$ cat config.mk
export PLATFORM = sky130hd
export DESIGN_NAME = sound_wave_ram_arb
export DESIGN_NICKNAME = d
export VERILOG_FILES = /design/src/rtl/sound_wave_ram_arb.sv
export SDC_FILE = /design/constraint.sdc
export NUM_CORES = 1
export LEC_CHECK = 0
export CAP_MARGIN = 5
export CORE_MARGIN = 3
export CORE_UTILIZATION = 50
export CTS_CLUSTER_SIZE = 24
export DETAILED_ROUTE_END_ITERATION = 16
export GPL_ROUTABILITY_DRIVEN = 0
export HOLD_SLACK_MARGIN = 0.1
export PLACE_DENSITY_LB_ADDON = 0.25
export SETUP_SLACK_MARGIN = 0.2
export SLEW_MARGIN = 20
export SYNTH_ARGS = -nofsm -noshare
export SYNTH_HDL_FRONTEND = slang
export SYNTH_SLANG_ARGS = --single-unit
export TNS_END_PERCENT = 20
$ cat constraint.sdc
create_clock -name clk -period 5 [get_ports clk]
set_input_delay 0.5 -clock clk [delete_from_list [all_inputs] [get_ports clk]]
set_output_delay 0.5 -clock clk [all_outputs]
set_load 0.03 [all_outputs]
$ cat src/rtl/sound_wave_ram_arb.sv
// Ch3 wave RAM (16x8) shared by CPU and ch3 fetcher; fetch always wins, 1-cycle latency for both.
// A CPU access colliding with a fetch is held one deep (cpu_busy); strobes arriving while held are dropped.
module sound_wave_ram_arb #(
  parameter int         WINDOW  = 2,
  parameter logic [7:0] OPEN_RD = 8'hFF
) (
  input  logic       clk,
  input  logic       rst,
  input  logic       cpu_rd,
  input  logic       cpu_wr,
  input  logic [3:0] cpu_addr,
  input  logic [7:0] cpu_din,
  output logic [7:0] cpu_dout,
  output logic       cpu_busy,
  input  logic       ch3_active,
  input  logic       ch3_req,
  input  logic [3:0] ch3_addr,
  output logic       ch3_ack,
  output logic [7:0] ch3_data
);

  localparam logic [2:0] WIN_LOAD = 3'(WINDOW);

  typedef enum logic {IDLE, PEND} state_t;

  state_t     state;
  logic [7:0] ram [16];
  logic [3:0] last_addr;
  logic [2:0] win_cnt;
  logic       pend_rd, pend_wr;
  logic [3:0] pend_addr;
  logic [7:0] pend_din;

  logic       exec_rd, exec_wr, granted;
  logic [3:0] exec_addr, eff_addr;
  logic [7:0] exec_din;
  logic       cpu_strobe;

  assign cpu_strobe = cpu_rd | cpu_wr;

  // The CPU only gets the port in cycles without a fetch; a held access goes before any new strobe.
  always_comb begin
    exec_rd   = 1'b0;
    exec_wr   = 1'b0;
    exec_addr = cpu_addr;
    exec_din  = cpu_din;
    if (!ch3_req) begin
      if (state == PEND) begin
        exec_wr   = pend_wr;
        exec_rd   = pend_rd & ~pend_wr;
        exec_addr = pend_addr;
        exec_din  = pend_din;
      end else begin
        exec_wr = cpu_wr;
        exec_rd = cpu_rd & ~cpu_wr;
      end
    end
    granted  = !ch3_active || (win_cnt != 3'd0);
    eff_addr = ch3_active ? last_addr : exec_addr;
  end

  // RAM has no reset so wave data survives rst.
  always_ff @(posedge clk) begin
    if (!rst && exec_wr && granted) begin
      ram[eff_addr] <= exec_din;
    end
  end

  always_ff @(posedge clk) begin
    if (rst) begin
      state     <= IDLE;
      cpu_dout  <= 8'hFF;
      cpu_busy  <= 1'b0;
      ch3_ack   <= 1'b0;
      ch3_data  <= 8'h00;
      last_addr <= 4'd0;
      win_cnt   <= 3'd0;
      pend_rd   <= 1'b0;
      pend_wr   <= 1'b0;
      pend_addr <= 4'd0;
      pend_din  <= 8'h00;
    end else begin
      ch3_ack <= ch3_req;
      if (ch3_req) begin
        ch3_data  <= ram[ch3_addr];
        last_addr <= ch3_addr;
      end

      if (!ch3_active) begin
        win_cnt <= 3'd0;
      end else if (ch3_req) begin
        win_cnt <= WIN_LOAD;
      end else if (win_cnt != 3'd0) begin
        win_cnt <= win_cnt - 3'd1;
      end

      if (exec_rd) begin
        cpu_dout <= granted ? ram[eff_addr] : OPEN_RD;
      end

      case (state)
        IDLE: begin
          if (ch3_req && cpu_strobe) begin
            state     <= PEND;
            cpu_busy  <= 1'b1;
            pend_rd   <= cpu_rd;
            pend_wr   <= cpu_wr;
            pend_addr <= cpu_addr;
            pend_din  <= cpu_din;
          end
        end
        PEND: begin
          if (!ch3_req) begin
            state    <= IDLE;
            cpu_busy <= 1'b0;
          end
        end
        default: state <= IDLE;
      endcase
    end
  end

endmodule

-- After elaboration in Yosys (flattened, before gate mapping)
Memory sizes are Yosys's and may differ from the RTL's. A register that Yosys moved wholly into a read port is not among the register bits.
Cells that the tools add are included.
W data, S select, Z words.
- bits in writable memories: 128
- bits of input ports: 22
- output and inout bits: 18
- register bits: 32
- memories: 1
- logic and storage cells: 54
- memories (memory ; depth ; bits a word ; read ports ; clocked after memory_dff ; wr ports ; line ; RTL):
    ram ; 16 ; 8 ; 2 ; 1 ; 1 ; 27 ; logic [7:0] ram [16];
- muxes and demuxes: 20
- bitwise operators: 7
- add/subtract/negate cells: 1
- equality and inequality tests: 2
- reductions and logical operators: 12
- operator list (kind ; count):
    $mux W8 ; 3
    $mux W4 ; 3
    $mux W1 ; 10
    $mux W2 ; 2
    $ne A2 B2 Y1 const B ; 2
    $not A1 Y1 ; 4
    $pmux W1 S2 ; 2
    $reduce_and A2 Y1 ; 2
    $logic_and A1 B1 Y1 ; 3
    $reduce_bool A3 Y1 ; 1
    $reduce_or A3 Y1 ; 1
    $sub A3 B1 Y3 const B ; 1
    $and A1 B1 Y1 ; 2
    $logic_not A1 Y1 ; 2
    $reduce_bool A2 Y1 ; 1
    $reduce_or A2 Y1 ; 1
    $logic_or A1 B1 Y1 ; 1
    $or A1 B1 Y1 ; 1

-- Longest topological paths before layout
Gate-level depths: netlist (run 1).
- depth after elaboration: 6
- mapped depth: 10
- depth with buffers taken out: 6

-- Worst setup path after synthesis (run 1)
No wires, ideal clock.
- kind: reg-to-reg
- from: reg state
- to: mem ram[0][0], enable pin
- data required time: 4.617 ns
- data arrival time: 2.200 ns
- setup time: 0.383 ns
- stages on the path, launching flop included: 9
- clock period less this slack: 2.584 ns
- path buffers: 4
- slack: 2.416 ns
- cells stage by stage: dfxtp_1 -> buf_2 -> nor2b_1 -> buf_2 -> o211a_1 -> buf_2 -> buf_2 -> nand2_1 -> nor3_1
- word-level cells in the longest chain between the ends: 6
- RTL lines (item ; line ; RTL):
    start: declaration ; 26 ; state_t state;
    start signal: assignment ; 71 ; state <= IDLE;
    start signal: assignment ; 104 ; state <= PEND;
    start signal: assignment ; 114 ; state <= IDLE;
    $mux W1 ; 48 ; if (state == PEND) begin
    $mux W1 ; 47 ; if (!ch3_req) begin
    $logic_and A1 B1 Y1 (2 in a row) ; 64 ; if (!rst && exec_wr && granted) begin
    $mux W1 ; 64 ;
    $mux W1 (not written as such) ; 65 ; ram[eff_addr] <= exec_din;
    end: declaration ; 27 ;
Parallel ways exist; a longest one is shown, timed or not.

-- Final worst setup path (run 1)
- from: reg state
- to: mem ram[2][0], enable pin
Same word-level chain as after synthesis.

==> flow_summary.toml, run 1 <==
[clock_network]
cts_tree = "done"
cts_hold_buf = 0
cts_buffers = 17
worstSkewPairLatency_ns = 0.43
clkTransAtPathRegs_ns = 0.06
h-tree-depth = 4
cts_resized = 0
post_cts_buffers = 0
cts_buffer_depth = 2
cts.sinks = 168
clock-root-buffer = "clkbuf_16"

[timing]
slew_headroom_pct = 29.3
timing.fmax_ghz = 0.274
rsz0062_at_grt = "false"
setup_tns_ns = 0
worst_pin_slew_ns = 1.05
period_share_pct = 73.0
setup_viol = 0
fin_ws_ns = 1.35
fin_crit_ns = 3.65
skew_ns = 0.00740
hold_viol = 0
holdWs_ns = 0.458
drv_slew = 0

[synthesis]
async_reset_ff_share_pct = 0
syn_nets = 617
synth_cell_types = 38
synth_area_per_cell_um2 = 12.9
synth_top_area_cell = "edfxtp_1"
yosysSeqAreaShare_pct = 60.5
syn_inst = 595
synth_warnings = 0
ys_dominant_reg_cell = "edfxtp_1"
netlist.area_leader.share_pct = 50.0
synth_edf_count = 128
syn_area_um2 = 7680
synthTopCellsByArea = "edfxtp_1 50%, mux4_2 11%, dfxtp_1 10%"
ys_ff_latch = 168

[global_route]
grt_pass1_wl_um = 31300
grt_usage_pct = 25.4
grt_remaining_overflow = 0
grt_pass1_vias = 5264
grt_max_degree = 38
antenna_found_initial = 0

[pwr]
p_leak_nw = 2.99
p_total_mw = 3.18
p_per_area_nw_per_um2 = 360
ir_drop_mv = 0.335

[worst_hold_path]
hp-class = "reg -> reg"

[routing]
wl_met1_um = 8330
wl_met2_um = 9990
dr_wl_met3_um = 1700
routed-via-count = 5383
drc = 0
antenna_left = 0
initialDrtViolationCount = 708
totalWireLength_um = 20500
drt_first_pass_iters = 5
highest_layer = "met4"
wl_per_cell_um = 24.9
via_per_inst = 6.52

[setup_path]
cp_slowest_cell = "nor3_1"
cpPeakStageDelay_ns = 0.94
arrival_ns = 3.69
cp-start-kind = "flip-flop"
worstPathCellList = "nor2b_1 -> o211a_1 -> nand2_1 -> nor3_1"
worst-setup-path-type = "reg -> reg"
path_max_fanout = 18
required_ns = 5.04
end_kind = "flip-flop"

[outcome]
run_status = "complete, no violations"

[final_layout]
diodes = 0
instances_no_fill = 826
drive_gt1_share_pct = 14.0
fin_nets = 651
area.growth.synth_to_final_pct = 15.0

[place]
dp_cells = 794
hpwlAfterDp_um = 14200
place_ws_ns = 1.04
port_buffers = 39

[floorplanning]
die_w_um = 130
num_rows = 44
io_pins = 40
core-area_um2 = 14800
die_y_um = 130
die-area_um2 = 16900
start_util_pct = 52.1

[job]
cap_violations = 0
logic make-up (layout without fill, tap and decap cells):
group / after synthesis / in the layout / synth area share [%]
AND/OR/NAND/NOR: 206 / 206 / 11.8
AO/OA/AOI/OAI: 92 / 92 / 7.74
multiplexers: 88 / 88 / 17.6
flip-flops: 168 / 168 / 60.5
buffers and inverters: 41 / 88 / 2.44
worst max-delay path, delay by kind of cell, from the launching register on:
family,cells,cell delay (ns)
AOI/OAI and AO/OA,1,0.71
DFF,1,0.53
and+or+nand+nor,3,2.02
sequential cells by signal, summed over array words and instances (netlist names):
signal and cells:
ram 128, ch3_data 8, cpu_dout 8, pend_din 8, last_addr 4, pend_addr 4, win_cnt 3, ch3_ack 1
cpu_busy 1, pend_rd 1, pend_wr 1, state 1
synthesized netlist by cell type, types with 4 or more instances:
cell and number:
nand2b_1 4, dfxtp_1 40, nor2b_1 11, clkbuf_1 15, a311oi_1 4, edfxtp_1 128
buf_2 18, mux2i_1 46, nand2_1 112, mux4_2 37, o21ai_0 4, nor3_1 10
a31oi_1 6, nor2_1 35, a221oi_1 8, nand3_1 24, buf_1 5, a21oi_1 41
mux2_2 5, a22oi_1 5, o22ai_1 13
where the power goes:
group | switching (mW) | internal, mW
Sequential | 0.0145 | 1.53
Clock | 0.512 | 0.795
Combinational | 0.207 | 0.127
Total | 0.734 | 2.45
layout by cell type, fill, tap and decap left out, types with 2 or more instances in the layout:
master | Yosys | layout
clkbuf_1 | 15 | 5
nor2b_1 | 11 | 11
o21ai_0 | 4 | 4
o21ai_1 | 2 | 2
mux4_2 | 37 | 37
a311oi_1 | 4 | 4
nand2_1 | 112 | 112
nor3_1 | 10 | 10
clkbuf_16 | 0 | 17
mux2i_1 | 46 | 46
mux2_2 | 5 | 5
clkdlybuf4s50_1 | 0 | 38
a22oi_1 | 5 | 5
a221oi_1 | 8 | 7
o22ai_1 | 13 | 13
nor4_1 | 2 | 2
a21oi_1 | 41 | 41
o211a_1 | 2 | 2
a31oi_1 | 6 | 6
nand3_1 | 24 | 24
edfxtp_1 | 128 | 128
and4bb_1 | 2 | 2
o211ai_1 | 2 | 2
nand4bb_1 | 2 | 2
dfxtp_1 | 40 | 40
nor2_1 | 35 | 35
buf_4 | 1 | 16
bufinv_16 | 0 | 3
nand2b_1 | 4 | 4
clkinvlp_4 | 0 | 3
clkinv_2 | 0 | 2
a221oi_4 | 1 | 2
metrics by stage:
step / utilization [%] / instance area (um2)
final: 59.9 / 8840
after detailed placement: 55.9 / 8250
after floorplan: - / 7680
after global routing: 59.9 / 8840
after CTS: 59.9 / 8840
after global placement: 55.9 / 8250
worst paths after layout:
path,startpoint,end,slack (ns),depth (start not counted)
max reg2reg,state,ram[2][0],1.35,4
max,state,ram[2][0],1.35,4
min,pend_din[1],pend_din[1],0.46,2
min reg2reg,pend_din[1],pend_din[1],0.46,2
cell type report:
cell class	instances	area [um2]
clock buffer	23	458
clock inverter	9	126
tap	184	230
multi-input combinational	386	2870
inverter	1	3.75
fill	1084	5920
sequential	168	4640
timing repair buffer	55	505
layer usage:
layer	global-route usage (%)	vias up
li1	-	2328
met1	34.0	2675
met2	41.8	338
met3	5.24	42
met4	8.62	0
met5	0	-
Power figures use the tool's default switching activity.
==> run 2: changes to the inputs <==
Clock period 5 ns to 3.7 ns, I/O delays scaled along.
==> flow_summary.toml, run 2 (synthesis gave the netlist of run 1 again) <==
[setup_path]
cp-start-kind = "input port"
end_kind = "flip-flop"
path_max_fanout = 19
required_ns = 3.84
worst-setup-path-type = "in -> reg"
arrival_ns = 2.95

[final_layout]
drive_gt1_share_pct = 17.3
area.growth.synth_to_final_pct = 17.5
largest_register = "ram"
largest_reg_flops = 128
design_area_um2 = 9020
fin_nets = 673
layout_common_cells = "128 x edfxtp_1, 112 x nand2_1, 46 x mux2i_1"
mostFrequentLayoutCell = "edfxtp_1"
diodes = 0
fillers = 1092
instances_no_fill = 848

[routing]
drc = 0
antenna_left = 0
drt_first_pass_iters = 7
totalWireLength_um = 19400
wl_per_cell_um = 22.9
initialDrtViolationCount = 609
via_per_inst = 6.31
routed-via-count = 5354

[floorplanning]
die-area_um2 = 16900
die_w_um = 130
io_pins = 40
start_util_pct = 52.1
core-area_um2 = 14800
num_rows = 44
die_y_um = 130

[clock_network]
h-tree-depth = 4
clkTransAtPathRegs_ns = 0.06
cts_hold_buf = 0
cts_resized = 0
cts.sinks = 168
cts_buffer_depth = 2
clock-root-buffer = "clkbuf_16"
cts_tree = "done"
cts_buffers = 17
post_cts_buffers = 0
worstSkewPairLatency_ns = 0.43

[job]
cap_violations = 0

[place]
port_buffers = 39
place_ws_ns = 0.449
dp_cells = 816
hpwlAfterDp_um = 13600
place_area_um2 = 8440

[pwr]
seq_power_share_pct = 48.9
intPower_mw = 3.26
clkPwrFrac_pct = 40.5
p_sw_mw = 0.998
ir_drop_mv = 0.294
p_per_area_nw_per_um2 = 472
combinationalPowerShare_pct = 10.6
swShare_pct = 23.4
p_leak_nw = 3.13
p_total_mw = 4.26

[timing]
worst_pin_slew_ns = 1.01
rsz0062_at_grt = "false"
fin_ws_ns = 0.888
drv_slew = 0
setup_tns_ns = 0
skew_ns = 0.00964
hold_viol = 0
period_share_pct = 76.0
setup_viol = 0
timing.fmax_ghz = 0.356
slew_headroom_pct = 32.4
fin_crit_ns = 2.81

[global_route]
antenna_found_initial = 0
grt_pass1_wl_um = 30000
grt_usage_pct = 24.0
grt_remaining_overflow = 0
grt_pass1_vias = 5163
grt_max_degree = 38

[outcome]
run_status = "complete, no violations"

[worst_hold_path]
hp-class = "reg -> reg"
==> run 2: cell count changes in the layout (fill, tap and decap cells not counted), moves of 2 or more <==
| cell | previous run | this run |
|---|---|---|
| buf_4 | 16 | 36 |
| clkinvlp_4 | 3 | 0 |
| inv_4 | 0 | 3 |
| buf_12 | 0 | 2 |
| bufinv_16 | 3 | 1 |
| clkbuf_1 | 5 | 3 |
| clkinv_2 | 2 | 0 |
| clkinv_4 | 0 | 2 |
| inv_6 | 0 | 2 |
==> run 2: final cells by class <==
class / count / area, um2 / share of cell area (%)
multi-input combinational: 386 / 2870 / 31.8
tap: 184 / 230 / 2.55
clock buffer: 24 / 497 / 5.50
sequential: 168 / 4640 / 51.5
timing repair buffer: 77 / 696 / 7.71
clock inverter: 8 / 83.8 / 0.929
inverter: 1 / 3.75 / 0.0416
==> run 2: final timing paths <==
check                                 start  cells past startpoint           to  slack (ns)
worst max-delay path                ch3_req                      7    ram[6][4]        0.89
worst min-delay path            pend_din[7]                      2  pend_din[7]        0.46
worst max register to register        state                      7  cpu_dout[2]        1.15
worst min register to register  pend_din[7]                      2  pend_din[7]        0.46
==> run 2: per-stage QoR <==
step           util, %  hold WS, ns
2_1_floorplan        -        0.422
5_1_grt           61.2        0.484
6_report          61.2        0.459
4_1_cts           61.2        0.460
3_3_place_gp      57.2        0.432
3_5_place_dp      57.2        0.449
==> run 2: worst max-delay path, stage by stage <==
cell and delay (ns):
clkdlybuf4s50_1 0.80, nand2b_1 0.36, a221o_2 0.56, buf_4 0.27, nand3_1 0.19, nor2_1 0.21
buf_4 0.17
==> run 2: routing by layer <==
layer | global-route usage [%] | wire length, um | up-vias
li1 | - | - | 2382
met1 | 32.6 | 8060 | 2690
met2 | 37.9 | 9420 | 245
met3 | 6.30 | 1530 | 37
met4 | 8.44 | 412 | 0
met5 | 0 | 0 | -
==> run 2: power groups by stage <==
stage	registers (mW)	logic (mW)	clock network (mW)
finish	2.08	0.454	1.73
global route	2.08	0.489	1.83
CTS	2.08	0.450	1.74
detailed placement	2.12	0.448	0
global placement	2.12	0.440	0
floorplan	2.14	0.276	0
==> run 3: changes to the inputs <==
Clock period 3.7 ns to 2.55 ns, I/O delays scaled along.
==> flow_summary.toml, run 3 (synthesis gave the netlist of run 1 again) <==
[outcome]
run_status = "complete, no violations"

[global_route]
grt_pass1_wl_um = 31100
grt_remaining_overflow = 0
antenna_found_initial = 0
grt_pass1_vias = 5511
grt_usage_pct = 24.8
grt_max_degree = 37

[clock_network]
post_cts_buffers = 0
cts_buffers = 17
cts_buffer_depth = 2
clock-root-buffer = "clkbuf_16"
cts.sinks = 168
cts_tree = "done"
h-tree-depth = 4
clkTransAtPathRegs_ns = 0.06
worstSkewPairLatency_ns = 0.42

[setup_path]
arrival_ns = 2.59
cp_num_buf_inv = 3
worst-setup-path-type = "in -> reg"
critPathMostFrequentCell = "buf_4"
reg2reg_depth = 8
crit_start = "ch3_active"
rrSetupSlack_ns = 0.36
critPathTopFamily = "buffers and inverters"
required_ns = 2.89
worstPathCellList = "clkdlybuf4s50_1 -> buf_4 -> and4bb_1 -> a221oi_4 -> buf_4 -> nand3_1 -> a21oi_1 -> nor3_1 -> a31oi_1"
worstReg2RegEnd = "cpu_dout[7]"
cp_slowest_cell = "clkdlybuf4s50_1"
r2r-start = "state"
cp-start-kind = "input port"
end_kind = "flip-flop"
path_max_fanout = 7
cpPeakStageDelay_ns = 0.53

[timing]
hold_viol = 0
rsz0062_at_grt = "false"
setup_viol = 0
setup_tns_ns = 0
drv_slew = 0
timing.fmax_ghz = 0.445
fin_crit_ns = 2.25
worst_pin_slew_ns = 0.788
period_share_pct = 88.1
holdWs_ns = 0.418
slew_headroom_pct = 47.3
skew_ns = 0.00750

[final_layout]
area.growth.synth_to_final_pct = 20.8
mostFrequentLayoutCell = "edfxtp_1"
largest_reg_flops = 128
layout_common_cells = "128 x edfxtp_1, 112 x nand2_1, 47 x buf_4"
fin_nets = 691
fillers = 1050
drive_gt1_share_pct = 19.8
diodes = 0
design_area_um2 = 9280
largest_register = "ram"

[routing]
antenna_left = 0
drt_first_pass_iters = 5
wl_per_cell_um = 23.2
initialDrtViolationCount = 571
routed-via-count = 5437
via_per_inst = 6.28
drc = 0
totalWireLength_um = 20100

[floorplanning]
die_y_um = 130
core-area_um2 = 14800
die-area_um2 = 16900
io_pins = 40
die_w_um = 130
start_util_pct = 52.1
num_rows = 44

[pwr]
p_leak_nw = 3.25
combinationalPowerShare_pct = 11.3
swShare_pct = 22.8
p_per_area_nw_per_um2 = 689
intPower_mw = 4.94
clkPwrFrac_pct = 41.5
seq_power_share_pct = 47.3
p_sw_mw = 1.46
p_total_mw = 6.39
ir_drop_mv = 0.561

[place]
port_buffers = 39
hpwlAfterDp_um = 13900
place_area_um2 = 8670

[job]
cap_violations = 0

[worst_hold_path]
hp-class = "in -> reg"
whs_endpoint = "pend_din[2]"
min_from = "cpu_din[2]"
holdPathStages = 3
run 3: changes by cell type in the layout (fill, tap and decap cells not counted), moves of 2 or more:
cell / change
buf_4: +11
buf_12: +7
clkinv_2: +4
bufinv_16: +3
inv_4: -3
clkbuf_8: -2
clkinv_4: +2
inv_6: -2
run 3: per-stage QoR:
stage,util (%),setup slack (ns),instances
finish,62.9,0.303,866
global route,62.9,0.213,866
CTS,62.9,0.278,866
detailed placement,58.7,-0.0731,834
global placement,58.7,-0.0922,834
floorplan,-,-0.0335,595
run 3: worst reg2reg max path: cells and delay by family (launching register included):
kind	cells	cell delay [ns]
buf+inv	2	0.37
compound gates	3	0.87
flops	1	0.44
simple gates	3	0.42
run 3: routing by layer:
| metal | up-vias | global-route usage (%) | part of all wire [%] | wire length [um] |
|---|---|---|---|---|
| li1 | 2414 | - | - | - |
| met2 | 285 | 40.9 | 49 | 9930 |
| met1 | 2701 | 32.6 | 40 | 8020 |
| met4 | 0 | 8.74 | 2.2 | 437 |
| met5 | - | 0 | 0 | 0 |
| met3 | 37 | 5.65 | 8.4 | 1690 |
run 3: how the worst max path moves through the flow:
stage	end	cells past startpoint
after floorplan	ram[0][0]	8
final	cpu_dout[7]	9
after global placement	ram[13][6]	8
after detailed placement	ram[13][5]	8
after CTS	cpu_dout[1]	8
after global routing	cpu_dout[1]	9
run 3: power by group through the flow:
stage | registers [mW] | logic [mW] | clock network (mW)
CTS | 3.02 | 0.713 | 2.68
detailed placement | 3.08 | 0.707 | 0
finish | 3.02 | 0.720 | 2.65
floorplan | 3.10 | 0.401 | 0
global route | 3.02 | 0.773 | 2.81
global placement | 3.08 | 0.693 | 0
run 3: final cells by class:
| type | count | area (um2) | area share (%) |
|---|---|---|---|
| Clock inverter | 13 | 179 | 1.93 |
| Multi-Input combinational cell | 386 | 2870 | 31.0 |
| Timing Repair Buffer | 95 | 918 | 9.89 |
| Sequential cell | 168 | 4650 | 50.0 |
| Clock buffer | 19 | 433 | 4.66 |
| Inverter | 1 | 3.75 | 0.0404 |
| Tap cell | 184 | 230 | 2.48 |
run 3: what timing repair did:
item                                    in CTS  in global routing
gates resized for setup                      0                  2
hold buffers                                 0                  0
endpoints found under the setup margin       0                 31
